--- src/rtl/mips_pkg.sv ---
// rtl/mips_pkg.sv - shared state, opcode, funct and ALU code definitions for the multicycle controller
// Contents: state_e (controller states), OP_* opcodes, F_* R-type funct codes,
// ALU_* operation codes, ctrl_t (datapath strobe bundle), dispatch() for DECODE.
package mips_pkg;

  typedef enum logic [3:0] {
    S_FETCH,
    S_DECODE,
    S_MEMADR,
    S_MEMRD,
    S_MEMWB,
    S_MEMWR,
    S_EXEC_R,
    S_EXEC_I,
    S_ALUWB,
    S_BRANCH,
    S_JUMP,
    S_TRAP
  } state_e;

  localparam logic [5:0] OP_RTYPE = 6'b000000;
  localparam logic [5:0] OP_J     = 6'b000010;
  localparam logic [5:0] OP_BEQ   = 6'b000100;
  localparam logic [5:0] OP_ADDIU = 6'b001001;
  localparam logic [5:0] OP_ORI   = 6'b001101;
  localparam logic [5:0] OP_LUI   = 6'b001111;
  localparam logic [5:0] OP_LW    = 6'b100011;
  localparam logic [5:0] OP_SW    = 6'b101011;

  localparam logic [5:0] F_ADDU = 6'b100001;
  localparam logic [5:0] F_SUBU = 6'b100011;
  localparam logic [5:0] F_AND  = 6'b100100;
  localparam logic [5:0] F_OR   = 6'b100101;
  localparam logic [5:0] F_SLTU = 6'b101011;

  localparam logic [2:0] ALU_AND = 3'b000;
  localparam logic [2:0] ALU_OR  = 3'b001;
  localparam logic [2:0] ALU_ADD = 3'b010;
  localparam logic [2:0] ALU_ORZ = 3'b011;  // OR with zero-extended immediate
  localparam logic [2:0] ALU_LUI = 3'b100;
  localparam logic [2:0] ALU_DEF = 3'b101;  // unrecognised funct
  localparam logic [2:0] ALU_SUB = 3'b110;
  localparam logic [2:0] ALU_SLT = 3'b111;

  typedef struct packed {
    logic       irwrite;
    logic       pcwrite;
    logic       iord;
    logic       memread;
    logic       memwrite;
    logic       memtoreg;
    logic       regwrite;
    logic       alusrca;
    logic [1:0] alusrcb;
    logic [1:0] pcsrc;
    logic [2:0] alucontrol;
    logic [4:0] destreg;
  } ctrl_t;

  function automatic state_e dispatch(input logic [5:0] op);
    case (op)
      OP_RTYPE:                 return S_EXEC_R;
      OP_LW, OP_SW:             return S_MEMADR;
      OP_BEQ:                   return S_BRANCH;
      OP_ADDIU, OP_ORI, OP_LUI: return S_EXEC_I;
      OP_J:                     return S_JUMP;
      default:                  return S_TRAP;
    endcase
  endfunction

endpackage

--- src/rtl/mips_mc_control_if.sv ---
// rtl/mips_mc_control_if.sv - controller <-> datapath signal bundle
// master: the controller (reads instr/zero/mem_ready, drives strobes, trap, instret).
// slave:  the datapath/memory side (drives instr/zero/mem_ready, reads the rest).
interface mips_mc_control_if #(
  parameter int INSTRET_W = 32
);
  logic [31:0]          instr;
  logic                 zero;
  logic                 mem_ready;
  logic                 irwrite;
  logic                 pcwrite;
  logic                 iord;
  logic                 memread;
  logic                 memwrite;
  logic                 memtoreg;
  logic                 regwrite;
  logic                 alusrca;
  logic [1:0]           alusrcb;
  logic [1:0]           pcsrc;
  logic [2:0]           alucontrol;
  logic [4:0]           destreg;
  logic                 trap;
  logic [INSTRET_W-1:0] instret;

  modport master (
    input  instr, zero, mem_ready,
    output irwrite, pcwrite, iord, memread, memwrite, memtoreg, regwrite, alusrca,
           alusrcb, pcsrc, alucontrol, destreg, trap, instret
  );

  modport slave (
    output instr, zero, mem_ready,
    input  irwrite, pcwrite, iord, memread, memwrite, memtoreg, regwrite, alusrca,
           alusrcb, pcsrc, alucontrol, destreg, trap, instret
  );
endinterface

--- src/rtl/mips_alu_dec.sv ---
// rtl/mips_alu_dec.sv - combinational ALU operation decoder
// Ports: op_i (instr[31:26]), funct_i (instr[5:0]) -> alucontrol_o.
// R-type decodes funct; I-type decodes opcode (addiu and anything else -> add).
module mips_alu_dec
  import mips_pkg::*;
(
  input  logic [5:0] op_i,
  input  logic [5:0] funct_i,
  output logic [2:0] alucontrol_o
);

  always_comb begin
    alucontrol_o = ALU_ADD;
    if (op_i == OP_RTYPE) begin
      case (funct_i)
        F_ADDU:  alucontrol_o = ALU_ADD;
        F_SUBU:  alucontrol_o = ALU_SUB;
        F_AND:   alucontrol_o = ALU_AND;
        F_OR:    alucontrol_o = ALU_OR;
        F_SLTU:  alucontrol_o = ALU_SLT;
        default: alucontrol_o = ALU_DEF;
      endcase
    end else begin
      case (op_i)
        OP_ORI:  alucontrol_o = ALU_ORZ;
        OP_LUI:  alucontrol_o = ALU_LUI;
        default: alucontrol_o = ALU_ADD;
      endcase
    end
  end

endmodule

--- src/rtl/mips_mc_control.sv ---
// rtl/mips_mc_control.sv - multicycle MIPS-subset controller FSM
// Ports: clk, reset_n (async, active-low), bus (mips_mc_control_if.master).
// Parameters: MEM_TIMEOUT (memory wait limit), INSTRET_W (retired counter width).
// Optional macro MIPS_MC_TIMEOUT_EN: trap when a memory access waits MEM_TIMEOUT cycles.
module mips_mc_control
  import mips_pkg::*;
#(
  parameter int MEM_TIMEOUT = 15,
  parameter int INSTRET_W   = 32
) (
  input  logic               clk,
  input  logic               reset_n,
  mips_mc_control_if.master  bus
);

  localparam logic [7:0] TMO = 8'(MEM_TIMEOUT);

  state_e               state_q, state_d;
  logic [7:0]           wait_q, wait_d;
  logic [INSTRET_W-1:0] instret_q, instret_d;
  logic                 trap_q;
  logic                 tmo;
  logic                 waiting;
  logic                 retire;
  logic [2:0]           alu_dec;
  ctrl_t                ctl;

  logic [31:0] ir;
  logic [5:0]  op;
  assign ir = bus.instr;
  assign op = ir[31:26];

  // rs and shamt never influence control
  logic unused_ir_bits;
  assign unused_ir_bits = ^{ir[25:21], ir[10:6]};

  mips_alu_dec u_alu_dec (
    .op_i        (op),
    .funct_i     (ir[5:0]),
    .alucontrol_o(alu_dec)
  );

`ifdef MIPS_MC_TIMEOUT_EN
  assign tmo = !bus.mem_ready && (wait_q == TMO);
`else
  assign tmo = 1'b0;
`endif

  always_comb begin
    state_d = state_q;
    case (state_q)
      S_FETCH:  if (bus.mem_ready) state_d = S_DECODE; else if (tmo) state_d = S_TRAP;
      S_DECODE: state_d = dispatch(op);
      S_MEMADR: state_d = (op == OP_SW) ? S_MEMWR : S_MEMRD;
      S_MEMRD:  if (bus.mem_ready) state_d = S_MEMWB; else if (tmo) state_d = S_TRAP;
      S_MEMWB:  state_d = S_FETCH;
      S_MEMWR:  if (bus.mem_ready) state_d = S_FETCH; else if (tmo) state_d = S_TRAP;
      S_EXEC_R: state_d = S_ALUWB;
      S_EXEC_I: state_d = S_ALUWB;
      S_ALUWB:  state_d = S_FETCH;
      S_BRANCH: state_d = S_FETCH;
      S_JUMP:   state_d = S_FETCH;
      default:  state_d = S_TRAP;
    endcase
  end

  // Clearing on every transition covers entry into each wait state; the
  // counter saturates at the limit so it can never wrap back to zero.
  assign waiting = (state_q == S_FETCH) || (state_q == S_MEMRD) || (state_q == S_MEMWR);

  always_comb begin
    wait_d = wait_q;
    if (state_d != state_q) begin
      wait_d = '0;
    end else if (waiting && !bus.mem_ready && (wait_q != TMO)) begin
      wait_d = wait_q + 8'd1;
    end
  end

  assign retire = (state_q == S_ALUWB) || (state_q == S_MEMWB) || (state_q == S_BRANCH) ||
                  (state_q == S_JUMP)  || ((state_q == S_MEMWR) && bus.mem_ready);
  assign instret_d = retire ? instret_q + INSTRET_W'(1) : instret_q;

  always_ff @(posedge clk or negedge reset_n) begin
    if (!reset_n) begin
      state_q   <= S_FETCH;
      wait_q    <= '0;
      instret_q <= '0;
      trap_q    <= 1'b0;
    end else begin
      state_q   <= state_d;
      wait_q    <= wait_d;
      instret_q <= instret_d;
      trap_q    <= (state_d == S_TRAP);
    end
  end

  // Strobes decode from the current state; FETCH and BRANCH also look at the
  // same-cycle mem_ready/zero. Everything is held low while reset_n is low.
  always_comb begin
    ctl = '0;
    case (state_q)
      S_FETCH: begin
        ctl.memread    = 1'b1;
        ctl.alusrcb    = 2'b01;
        ctl.alucontrol = ALU_ADD;
        ctl.irwrite    = bus.mem_ready;
        ctl.pcwrite    = bus.mem_ready;
      end
      S_DECODE: begin
        ctl.alusrcb    = 2'b11;
        ctl.alucontrol = ALU_ADD;
      end
      S_MEMADR: begin
        ctl.alusrca    = 1'b1;
        ctl.alusrcb    = 2'b10;
        ctl.alucontrol = ALU_ADD;
      end
      S_MEMRD: begin
        ctl.iord    = 1'b1;
        ctl.memread = 1'b1;
      end
      S_MEMWB: begin
        ctl.regwrite = 1'b1;
        ctl.memtoreg = 1'b1;
        ctl.destreg  = ir[20:16];
      end
      S_MEMWR: begin
        ctl.iord     = 1'b1;
        ctl.memwrite = 1'b1;
      end
      S_EXEC_R: ctl.alucontrol = alu_dec;
      S_EXEC_I: begin
        ctl.alusrcb    = 2'b10;
        ctl.alucontrol = alu_dec;
      end
      S_ALUWB: begin
        ctl.regwrite = 1'b1;
        ctl.destreg  = (op == OP_RTYPE) ? ir[15:11] : ir[20:16];
      end
      S_BRANCH: begin
        ctl.alucontrol = ALU_SUB;
        ctl.alusrca    = 1'b1;
        ctl.pcsrc      = 2'b01;
        ctl.pcwrite    = bus.zero;
      end
      S_JUMP: begin
        ctl.pcsrc   = 2'b10;
        ctl.pcwrite = 1'b1;
      end
      default: ctl = '0;
    endcase
    if (!reset_n) begin
      ctl = '0;
    end
  end

  assign bus.irwrite    = ctl.irwrite;
  assign bus.pcwrite    = ctl.pcwrite;
  assign bus.iord       = ctl.iord;
  assign bus.memread    = ctl.memread;
  assign bus.memwrite   = ctl.memwrite;
  assign bus.memtoreg   = ctl.memtoreg;
  assign bus.regwrite   = ctl.regwrite;
  assign bus.alusrca    = ctl.alusrca;
  assign bus.alusrcb    = ctl.alusrcb;
  assign bus.pcsrc      = ctl.pcsrc;
  assign bus.alucontrol = ctl.alucontrol;
  assign bus.destreg    = ctl.destreg;
  assign bus.trap       = trap_q;
  assign bus.instret    = instret_q;

endmodule

--- src/flat_wrapper.sv ---
// flat-port wrapper written by rule: the top's interface ports become plain ports
module mips_mc_control_flat import mips_pkg::*;
#(
  parameter int MEM_TIMEOUT = 15,
  parameter int INSTRET_W   = 32
)
  (clk, reset_n, bus_instr, bus_zero, bus_mem_ready, bus_irwrite, bus_pcwrite, bus_iord, bus_memread, bus_memwrite, bus_memtoreg, bus_regwrite, bus_alusrca, bus_alusrcb, bus_pcsrc, bus_alucontrol, bus_destreg, bus_trap, bus_instret);
  mips_mc_control_if #(.INSTRET_W(INSTRET_W)) bus_i ();
  input  logic clk;
  input  logic reset_n;
  input wire logic [$bits(bus_i.instr)-1:0] bus_instr;
  input wire logic [$bits(bus_i.zero)-1:0] bus_zero;
  input wire logic [$bits(bus_i.mem_ready)-1:0] bus_mem_ready;
  output wire logic [$bits(bus_i.irwrite)-1:0] bus_irwrite;
  output wire logic [$bits(bus_i.pcwrite)-1:0] bus_pcwrite;
  output wire logic [$bits(bus_i.iord)-1:0] bus_iord;
  output wire logic [$bits(bus_i.memread)-1:0] bus_memread;
  output wire logic [$bits(bus_i.memwrite)-1:0] bus_memwrite;
  output wire logic [$bits(bus_i.memtoreg)-1:0] bus_memtoreg;
  output wire logic [$bits(bus_i.regwrite)-1:0] bus_regwrite;
  output wire logic [$bits(bus_i.alusrca)-1:0] bus_alusrca;
  output wire logic [$bits(bus_i.alusrcb)-1:0] bus_alusrcb;
  output wire logic [$bits(bus_i.pcsrc)-1:0] bus_pcsrc;
  output wire logic [$bits(bus_i.alucontrol)-1:0] bus_alucontrol;
  output wire logic [$bits(bus_i.destreg)-1:0] bus_destreg;
  output wire logic [$bits(bus_i.trap)-1:0] bus_trap;
  output wire logic [$bits(bus_i.instret)-1:0] bus_instret;
  assign bus_i.instr = bus_instr;
  assign bus_i.zero = bus_zero;
  assign bus_i.mem_ready = bus_mem_ready;
  assign bus_irwrite = bus_i.irwrite;
  assign bus_pcwrite = bus_i.pcwrite;
  assign bus_iord = bus_i.iord;
  assign bus_memread = bus_i.memread;
  assign bus_memwrite = bus_i.memwrite;
  assign bus_memtoreg = bus_i.memtoreg;
  assign bus_regwrite = bus_i.regwrite;
  assign bus_alusrca = bus_i.alusrca;
  assign bus_alusrcb = bus_i.alusrcb;
  assign bus_pcsrc = bus_i.pcsrc;
  assign bus_alucontrol = bus_i.alucontrol;
  assign bus_destreg = bus_i.destreg;
  assign bus_trap = bus_i.trap;
  assign bus_instret = bus_i.instret;
  mips_mc_control #(.MEM_TIMEOUT(MEM_TIMEOUT), .INSTRET_W(INSTRET_W)) u_core (.clk(clk), .reset_n(reset_n), .bus(bus_i));
endmodule
--- config.mk ---
export PLATFORM = sky130hd
export DESIGN_NAME = mips_mc_control_flat
export DESIGN_NICKNAME = d
export VERILOG_FILES = /design/src/rtl/mips_pkg.sv /design/src/rtl/mips_mc_control_if.sv /design/src/rtl/mips_alu_dec.sv /design/src/rtl/mips_mc_control.sv /design/src/flat_wrapper.sv
export SDC_FILE = /design/constraint.sdc
export NUM_CORES = 1
export LEC_CHECK = 0
export ABC_CLOCK_PERIOD_IN_PS = 7300
export CORE_ASPECT_RATIO = 1.2
export CORE_MARGIN = 3
export CORE_UTILIZATION = 25
export DETAILED_ROUTE_END_ITERATION = 10
export GPL_ROUTABILITY_DRIVEN = 0
export PLACE_DENSITY = 0.5
export SLEW_MARGIN = 20
export SYNTH_ARGS = -nofsm -noshare
export SYNTH_HDL_FRONTEND = slang
export SYNTH_SLANG_ARGS = --single-unit
--- constraint.sdc ---
create_clock -name clk -period 7.3 [get_ports clk]
set_clock_uncertainty 0.2 [all_clocks]
set_input_delay 2.19 -clock clk [delete_from_list [all_inputs] [get_ports clk]]
set_output_delay 2.19 -clock clk [all_outputs]
set_load 0.01 [all_outputs]
==> Word level (Yosys, flattened, before mapping) <==
Cells that the tools add are included.
{ "op_classes": {"bitwise_logic": 0, "shift": 0, "multipliers": 0, "add_sub_neg": 1, "n_reduce_logical": 17, "n_eq_ne": 23, "n_lt_le_gt_ge": 0, "mux": 23, "n_div": 0} }
{ "op_table": {"columns": ["operator", "count"], "rows": [
  ["$eq A6 B6 Y1 const B", 7],
  ["$add A32 B1 Y32 const B", 1],
  ["$pmux W4 S7", 1],
  ["$mux W20", 1],
  ["$pmux W4 S5", 1],
  ["$eq A6 B4 Y1 const B", 3],
  ["$eq A4 B3 Y1 const B", 4],
  ["$eq A4 B4 Y1 const B", 4],
  ["$pmux W3 S5", 1],
  ["$reduce_or A2 Y1", 7],
  ["$mux W4", 3],
  ["$pmux W5 S2", 1],
  ["$pmux W3 S3", 1],
  ["$eq A4 B2 Y1 const B", 2],
  ["$mux W1", 7],
  ["$eq A6 B2 Y1 const B", 1],
  ["$eq A6 B3 Y1 const B", 1],
  ["$logic_not A6 Y1", 1],
  ["$mux W3", 2],
  ["$pmux W2 S3", 1],
  ["$pmux W3 S2", 1],
  ["$reduce_or A3 Y1", 2],
  ["$mux W5", 1],
  ["$eq A4 B1 Y1 const B", 1],
  ["other kinds (6)", 9]
]} }
{ "word_totals": {"regBits": 37, "latchBits": 0, "output_inout_bits": 53, "input_bits": 36, "romBits": 0, "mem_count": 0, "elab_cells": 67, "mem_bits_rw": 0} }

==> Depth between registers and ports, before layout <==
Gate-level depths: netlist of run 1.
{ "depth": {"ltp_word": 5, "mapped_depth": 7, "mapped_depth_nobuf": 6} }

==> By module <==
A second synthesis of run 1 with hierarchy kept.
{ "unflattened": {"hier_cells": 263, "hier_area_um2": 2436.1} }
{ "by_module_without_submodules": {"columns": ["module", "seq_area_each_um2", "cells_each", "n_inst", "area_each_um2"], "rows": [
  ["mips_mc_control", 925.9, 246, 1, 2319.7],
  ["mips_alu_dec", 0.0, 17, 1, 116.4]
]} }

==> Worst setup path before layout of run 1 <==
Ideal clock, no wire load.
{ "synth_timing": {"path_kind": "input to output", "from": "in bus_instr[29]", "to": "out bus_alucontrol[0]", "stages": 4, "required_time_ns": 4.910, "slack_ns": 1.674, "t_arrival_ns": 3.236, "cell_sequence": "buf_2 -> or3_1 -> a2111oi_0 -> o31a_1"} }
{ "synth_between": {"elab_chain_len": 5} }
{ "synth_lines": {"columns": ["item", "line_no", "source"], "rows": [
  ["from (decl)", "flat_wrapper.sv:11", "input wire logic [$bits(bus_i.instr)-1:0] bus_instr;"],
  ["$eq A6 B4 Y1", "mips_alu_dec.sv:24", "case (op_i)"],
  ["$pmux W3 S2", "mips_alu_dec.sv:24", null],
  ["$mux W3 *", "mips_alu_dec.sv:14", "if (op_i == OP_RTYPE) begin"],
  ["$pmux W3 S3 *", "mips_mc_control.sv:102", "case (state_q)"],
  ["$mux W20 *", "mips_mc_control.sv:153", "if (!reset_n) begin"],
  ["to (decl)", "flat_wrapper.sv:24", "output wire logic [$bits(bus_i.alucontrol)-1:0] bus_alucontrol;"]
]} }
Mark *: on every way between the ends. The rest lies on a longest branch, timed or not.

==> Worst setup path in the final report of run 1 <==
{ "layout_timing": {"from": "in bus_instr[26]", "to": "out bus_alucontrol[0]"} }
The elaborated chain is that of the path after synthesis.

==> results.ini, run 1 <==
[timing]
final_hold_viol_count=0
min_period_over_period_pct=92.3
max-slew-margin-rel_pct=54.5
layout_min_cycle_time_ns=6.74
max_freq_ghz=0.148
setup_tns_ns=0
tightest_slew_ns=0.682
drv_slew=0
setup_viol=0
rsz0062_at_grt=no

[place]
place_inst=443
dp_hpwl_um=4700
place_area_um2=3260
numPortBuffers=78

[cells_and_area]
drive_gt1_share_pct=10.3
finalNonFillerCells=450
postLayoutCellArea_um2=3360
diodes=0
area_growth_pct=41.3
seq_area_um2=926
multiInputGateArea_um2=1340
n_fill_cell=923
fin_nets=367

[yosys]
synth_top_area_share_pct=38.9
yosysMostFrequentCell=dfrtp_1
synth_area_um2=2380
yosys.area_share.adder_pct=0.526
synth_ff_type=dfrtp_1
synthTopCellsByCount=37 x dfrtp_1, 24 x nand2_1, 22 x nor2_1
yosysSeqAreaShare_pct=38.9
synth_compound_area_share_pct=11.0
synthArstFlopShare_pct=100
synthesis.nets=291
synthTopCellsByArea=dfrtp_1 39%, xor2_1 7.0%, xnor2_1 5.2%
synth_xor_area_share_pct=12.1
synth.distinct_cells=56
ys_ff_latch=37
synth_top_family_by_area=simple AND/OR/NAND/NOR gates
muxShareOfSynthArea_pct=0.473
yosys.area_share.simple_pct=32.0
syn_inst=254
synth_area_leader_cell=dfrtp_1
synth_edf_count=0
synth.avg_cell_area_um2=9.37
synth_warnings=0

[die]
dieWidth_um=95.1
start_util_pct=25.9
core_region_area_um2=9180
die_h_um=113
fp-row-count=38
pin_count=89
dieArea_um2=10700

[setup_path]
critical_path_buf_inv_count=2
crit_family=buffers and inverters
start_kind=input pin
worst_path_max_delay_cell=clkdlybuf4s50_1
worstPathMaxFanout=9
cp_slowest_stage_delay_ns=0.54
crit_chain=clkdlybuf4s50_1 -> or3_1 -> a2111oi_0 -> o31a_1 -> clkdlybuf4s50_1
path_class=input pin to primary output
cp.arrival_ns=4.35
required_ns=4.91
crit_path_frequent_cell=clkdlybuf4s50_1
endpoint_kind=primary output

[clock_tree]
cts-root-buf=clkbuf_8
clk_pin_slew_ns=0.07
htreeDepth=2
clk_latency_ns=0.28
cts_tree=built
cts_resized=0
cts_buffers=5
clock-sinks=37
hold_buffers=0
cts_max_path_buffers=2
post_cts_buffers=0

[route]
drcViolationCount=0
wl_per_cell_um=13.9
viasPerCell=4.64
detail-route-antenna-nets=0
vias=2086
firstDrtPassIters=4
first_iter_violations=70
wl_um=6240

[flow_run]
cap_violations=0

[power]
vdd_drop_max_v=0.0000842
power_leakage_uw=0.00139
powerDensity_nw_per_um2=248

[grt]
grt_pass1_wl_um=10700
grt_max_degree=23
global_route.overflow_total=0
grt_pass1_vias=2166
antenna_found_initial=0
grt_util_all_layers_pct=12.2

[outcome]
status=complete, no violations

[worst_hold_path]
hold_class=flip-flop to flip-flop

[registers in the layout, indices dropped and copies added, names as in the netlist]
| register | flops |
|---|---|
| u_core.state_q | 4 |
| u_core.bus.trap | 1 |
| u_core.bus.instret | 32 |
[layout make-up]
class                      count  area share (%)
clock buffer                   5            2.05
clock inverter                 2            1.04
inverter                      15            1.67
multi-input combinational    191            39.7
sequential                    37            27.5
tap                          120            4.47
timing repair buffer          80            23.5
[layout by cell type, fill, tap and decap left out, types with 5 or more instances in the layout]
cell type,netlist,routed
clkdlybuf4s50_1,0,77
dfrtp_1,37,37
nand2_1,24,24
nor2_1,22,22
xor2_1,19,19
inv_1,14,14
xnor2_1,14,14
nand3_1,12,12
nor3_2,11,11
nand2b_1,6,6
a21oi_1,6,6
nor3_1,6,6
and3_1,6,6
o21ai_0,5,5
a211oi_1,5,5
a22o_1,5,5
clkbuf_8,0,5
[path summary, 6_finish.rpt]
check | from | endpoint | slack [ns] | cells after the start
min reg2reg | u_core.bus.instret[31]$_DFFE_PN0P_ | u_core.bus.instret[31]$_DFFE_PN0P_ | 0.28 | 1
max in group asynchronous | reset_n | u_core.bus.instret[19]$_DFFE_PN0P_ | 4.77 | 2
max reg2reg | u_core.state_q[2]$_DFF_PN0_ | u_core.bus.instret[31]$_DFFE_PN0P_ | 4.95 | 5
min | u_core.bus.instret[31]$_DFFE_PN0P_ | u_core.bus.instret[31]$_DFFE_PN0P_ | 0.28 | 1
min in group asynchronous | reset_n | u_core.bus.instret[2]$_DFFE_PN0P_ | 1.56 | 1
max | bus_instr[26] | bus_alucontrol[0] | 0.56 | 5
[cell families (layout without fill, tap and decap cells)]
group,count (synthesis),after routing
compound gates,35,35
buf+inv,26,102
fa+ha+maj,1,1
xor+xnor,33,33
simple gates,121,121
mux,1,1
flops,37,37
[through the flow]
stage / worst slack (ns) / hold WS (ns) / power, µW / util [%]
6_report: 0.560 / 0.275 / 833 / 36.6
3_5_place_dp: 0.560 / 0.262 / 667 / 35.5
3_3_place_gp: 0.551 / 0.260 / 666 / 35.5
2_1_floorplan: 1.67 / 0.304 / 523 / -
5_1_grt: 0.377 / 0.294 / 900 / 36.6
4_1_cts: 0.564 / 0.279 / 842 / 36.6
[per-layer routing]
layer | part of all wire, % | GRT usage (%) | up-vias
met1 | 46 | 16.0 | 974
met5 | 0 | 0 | -
met4 | 1.0 | 3.75 | 0
met3 | 7.2 | 3.39 | 4
li1 | - | - | 1041
met2 | 45 | 19.5 | 67
[power breakdown]
group	internal [µW]	leakage (µW)	switching, µW
clock	99.3	0.0000540	71.9
combinational	177	0.000861	175
sequential	235	0.000475	75.1
No activity file was read; power rests on OpenSTA's default activity.
==> inputs of run 2 (changes only) <==
==> constraint.sdc (replaced) <==
create_clock -name clk -period 7.3 [get_ports clk]
set_clock_uncertainty 0.2 [all_clocks]
set_input_delay 1.825 -clock clk [delete_from_list [all_inputs] [get_ports clk]]
set_output_delay 1.825 -clock clk [all_outputs]
set_load 0.01 [all_outputs]
==> run 2 against run 1 <==
Net effect: count of clock-buffer cells in the layout up 1; worst hold slack worse by 0.00088 ns; first-iteration DRC count down 10%; fmax up 12%; sequential cell count unchanged.
==> results.ini, run 2 (same netlist as run 1, synthesis figures left out) <==
[die]
die_h_um=113  ; unchanged
core_region_area_um2=9180  ; unchanged
dieWidth_um=95.1  ; unchanged
dieArea_um2=10700  ; unchanged
fp-row-count=38  ; unchanged
start_util_pct=25.9  ; unchanged
pin_count=89  ; unchanged

[clock_tree]
hold_buffers=0  ; unchanged
cts_buffers=5  ; unchanged
clock-sinks=37  ; unchanged
post_cts_buffers=0  ; unchanged
cts_resized=0  ; unchanged
cts-root-buf=clkbuf_8
clk_latency_ns=0.28  ; about the same
cts_max_path_buffers=2  ; unchanged
htreeDepth=2  ; unchanged
cts_tree=built
clk_pin_slew_ns=0.07  ; about the same

[route]
detail-route-antenna-nets=0  ; unchanged
firstDrtPassIters=4  ; unchanged
wl_um=6230  ; -0.14%
wl_per_cell_um=13.9  ; about the same
drcViolationCount=0  ; unchanged
first_iter_violations=63  ; -10%
viasPerCell=4.62  ; -0.31%
vias=2075  ; -0.53%

[timing]
min_period_over_period_pct=82.3  ; -10 points
rsz0062_at_grt=no
max_freq_ghz=0.166  ; +12%
setup_tns_ns=0  ; unchanged
max-slew-margin-rel_pct=53.7  ; -0.76 points
drv_slew=0  ; unchanged
final_hold_viol_count=0  ; unchanged
setup_viol=0  ; unchanged
fin_ws_ns=1.29  ; +0.732 ns
tightest_slew_ns=0.694  ; +0.0114 ns
layout_min_cycle_time_ns=6.01  ; -0.732 ns

[outcome]
status=complete, no violations

[power]
vdd_drop_max_v=0.0000912  ; +8.3%
power_leakage_uw=0.00137  ; -1.1%
powerDensity_nw_per_um2=242  ; -2.5%

[grt]
antenna_found_initial=0  ; unchanged
grt_pass1_vias=2114  ; -2.4%
global_route.overflow_total=0  ; unchanged
grt_max_degree=38  ; +65%
grt_pass1_wl_um=10100  ; -5.6%
grt_util_all_layers_pct=11.6  ; -0.65 points

[setup_path]
path_class=input pin to primary output
crit_chain=clkdlybuf4s50_1 -> nor4_2 -> nand4b_1 -> nor2_1 -> o2111ai_1 -> a21boi_1 -> clkdlybuf4s50_1
worstPathMaxFanout=9  ; unchanged
crit_family=buffers and inverters
crit_path_frequent_cell=clkdlybuf4s50_1
required_ns=5.28  ; +0.37 ns
start_kind=input pin
cp.arrival_ns=3.98  ; -0.37 ns
cp_slowest_stage_delay_ns=0.57  ; +0.03 ns
endpoint_kind=primary output
worst_path_max_delay_cell=clkdlybuf4s50_1
reg2reg_setup_slack_ns=4.97  ; +0.02 ns
critical_path_buf_inv_count=2  ; unchanged

[cells_and_area]
n_fill_cell=954  ; +3.4%
area_growth_pct=40.4
final_common_cell=clkdlybuf4s50_1
fin_nets=366  ; -0.27%
largest_reg_flops=32  ; unchanged
final_cell_mix=77 x clkdlybuf4s50_1, 37 x dfrtp_1, 24 x nand2_1, 22 x nor2_1, 19 x xor2_1
multiInputGateArea_um2=1340  ; unchanged
seq_area_um2=926  ; unchanged
drive_gt1_share_pct=10.0  ; -0.27 points
diodes=0  ; unchanged

[place]
numPortBuffers=78  ; unchanged
dp_hpwl_um=4660  ; -0.90%
pre_cts_ws_ns=1.24  ; +0.679 ns

[worst_hold_path]
hold_class=flip-flop to flip-flop

[flow_run]
cap_violations=0  ; unchanged

==> run 2: power by group <==
| part | switching, µW | total (µW) | leakage (µW) | internal (µW) |
|---|---|---|---|---|
| clock | 71.7 | 146 | 0.0000433 | 74.7 |
| sequential | 74.6 | 309 | 0.000475 | 234 |
| combinational | 175 | 351 | 0.000856 | 177 |
| total | 321 | 807 | 0.00137 | 486 |
==> run 2: worst paths after layout <==
path                                                    startpoint                                 end  cells after the start
worst max-delay path                                 bus_instr[26]                   bus_alucontrol[1]                      7
worst min register to register  u_core.bus.instret[31]$_DFFE_PN0P_  u_core.bus.instret[31]$_DFFE_PN0P_                      1
min in group asynchronous                                  reset_n   u_core.bus.instret[3]$_DFFE_PN0P_                      2
max in group asynchronous                                  reset_n  u_core.bus.instret[26]$_DFFE_PN0P_                      2
worst max register to register         u_core.state_q[2]$_DFF_PN0_  u_core.bus.instret[31]$_DFFE_PN0P_                      5
worst min-delay path            u_core.bus.instret[31]$_DFFE_PN0P_  u_core.bus.instret[31]$_DFFE_PN0P_                      1
==> run 2: final cells by class <==
class,instances,share of cell area (%)
Tap cell,120,4.49
Timing Repair Buffer,79,23.4
Clock inverter,1,0.225
Inverter,15,1.69
Clock buffer,6,2.47
Multi-Input combinational cell,191,40.0
Sequential cell,37,27.7
==> run 2: metrics by stage <==
step	hold slack [ns]	total power [µW]	std cells	util [%]	area [µm²]
after detailed placement	0.260	666	442	35.4	3250
after global routing	0.285	870	449	36.4	3340
after global placement	0.263	664	442	35.4	3250
after CTS	0.275	818	449	36.4	3340
after floorplan	0.304	523	254	-	2380
final	0.274	807	449	36.4	3340
==> run 2: routing by layer <==
layer / vias up / wire [µm] / GRT usage (%)
met5: - / 0 / 0
met4: 0 / 77 / 4.14
li1: 1037 / - / -
met1: 959 / 2900 / 15.0
met3: 8 / 400 / 2.93
met2: 71 / 2850 / 18.5
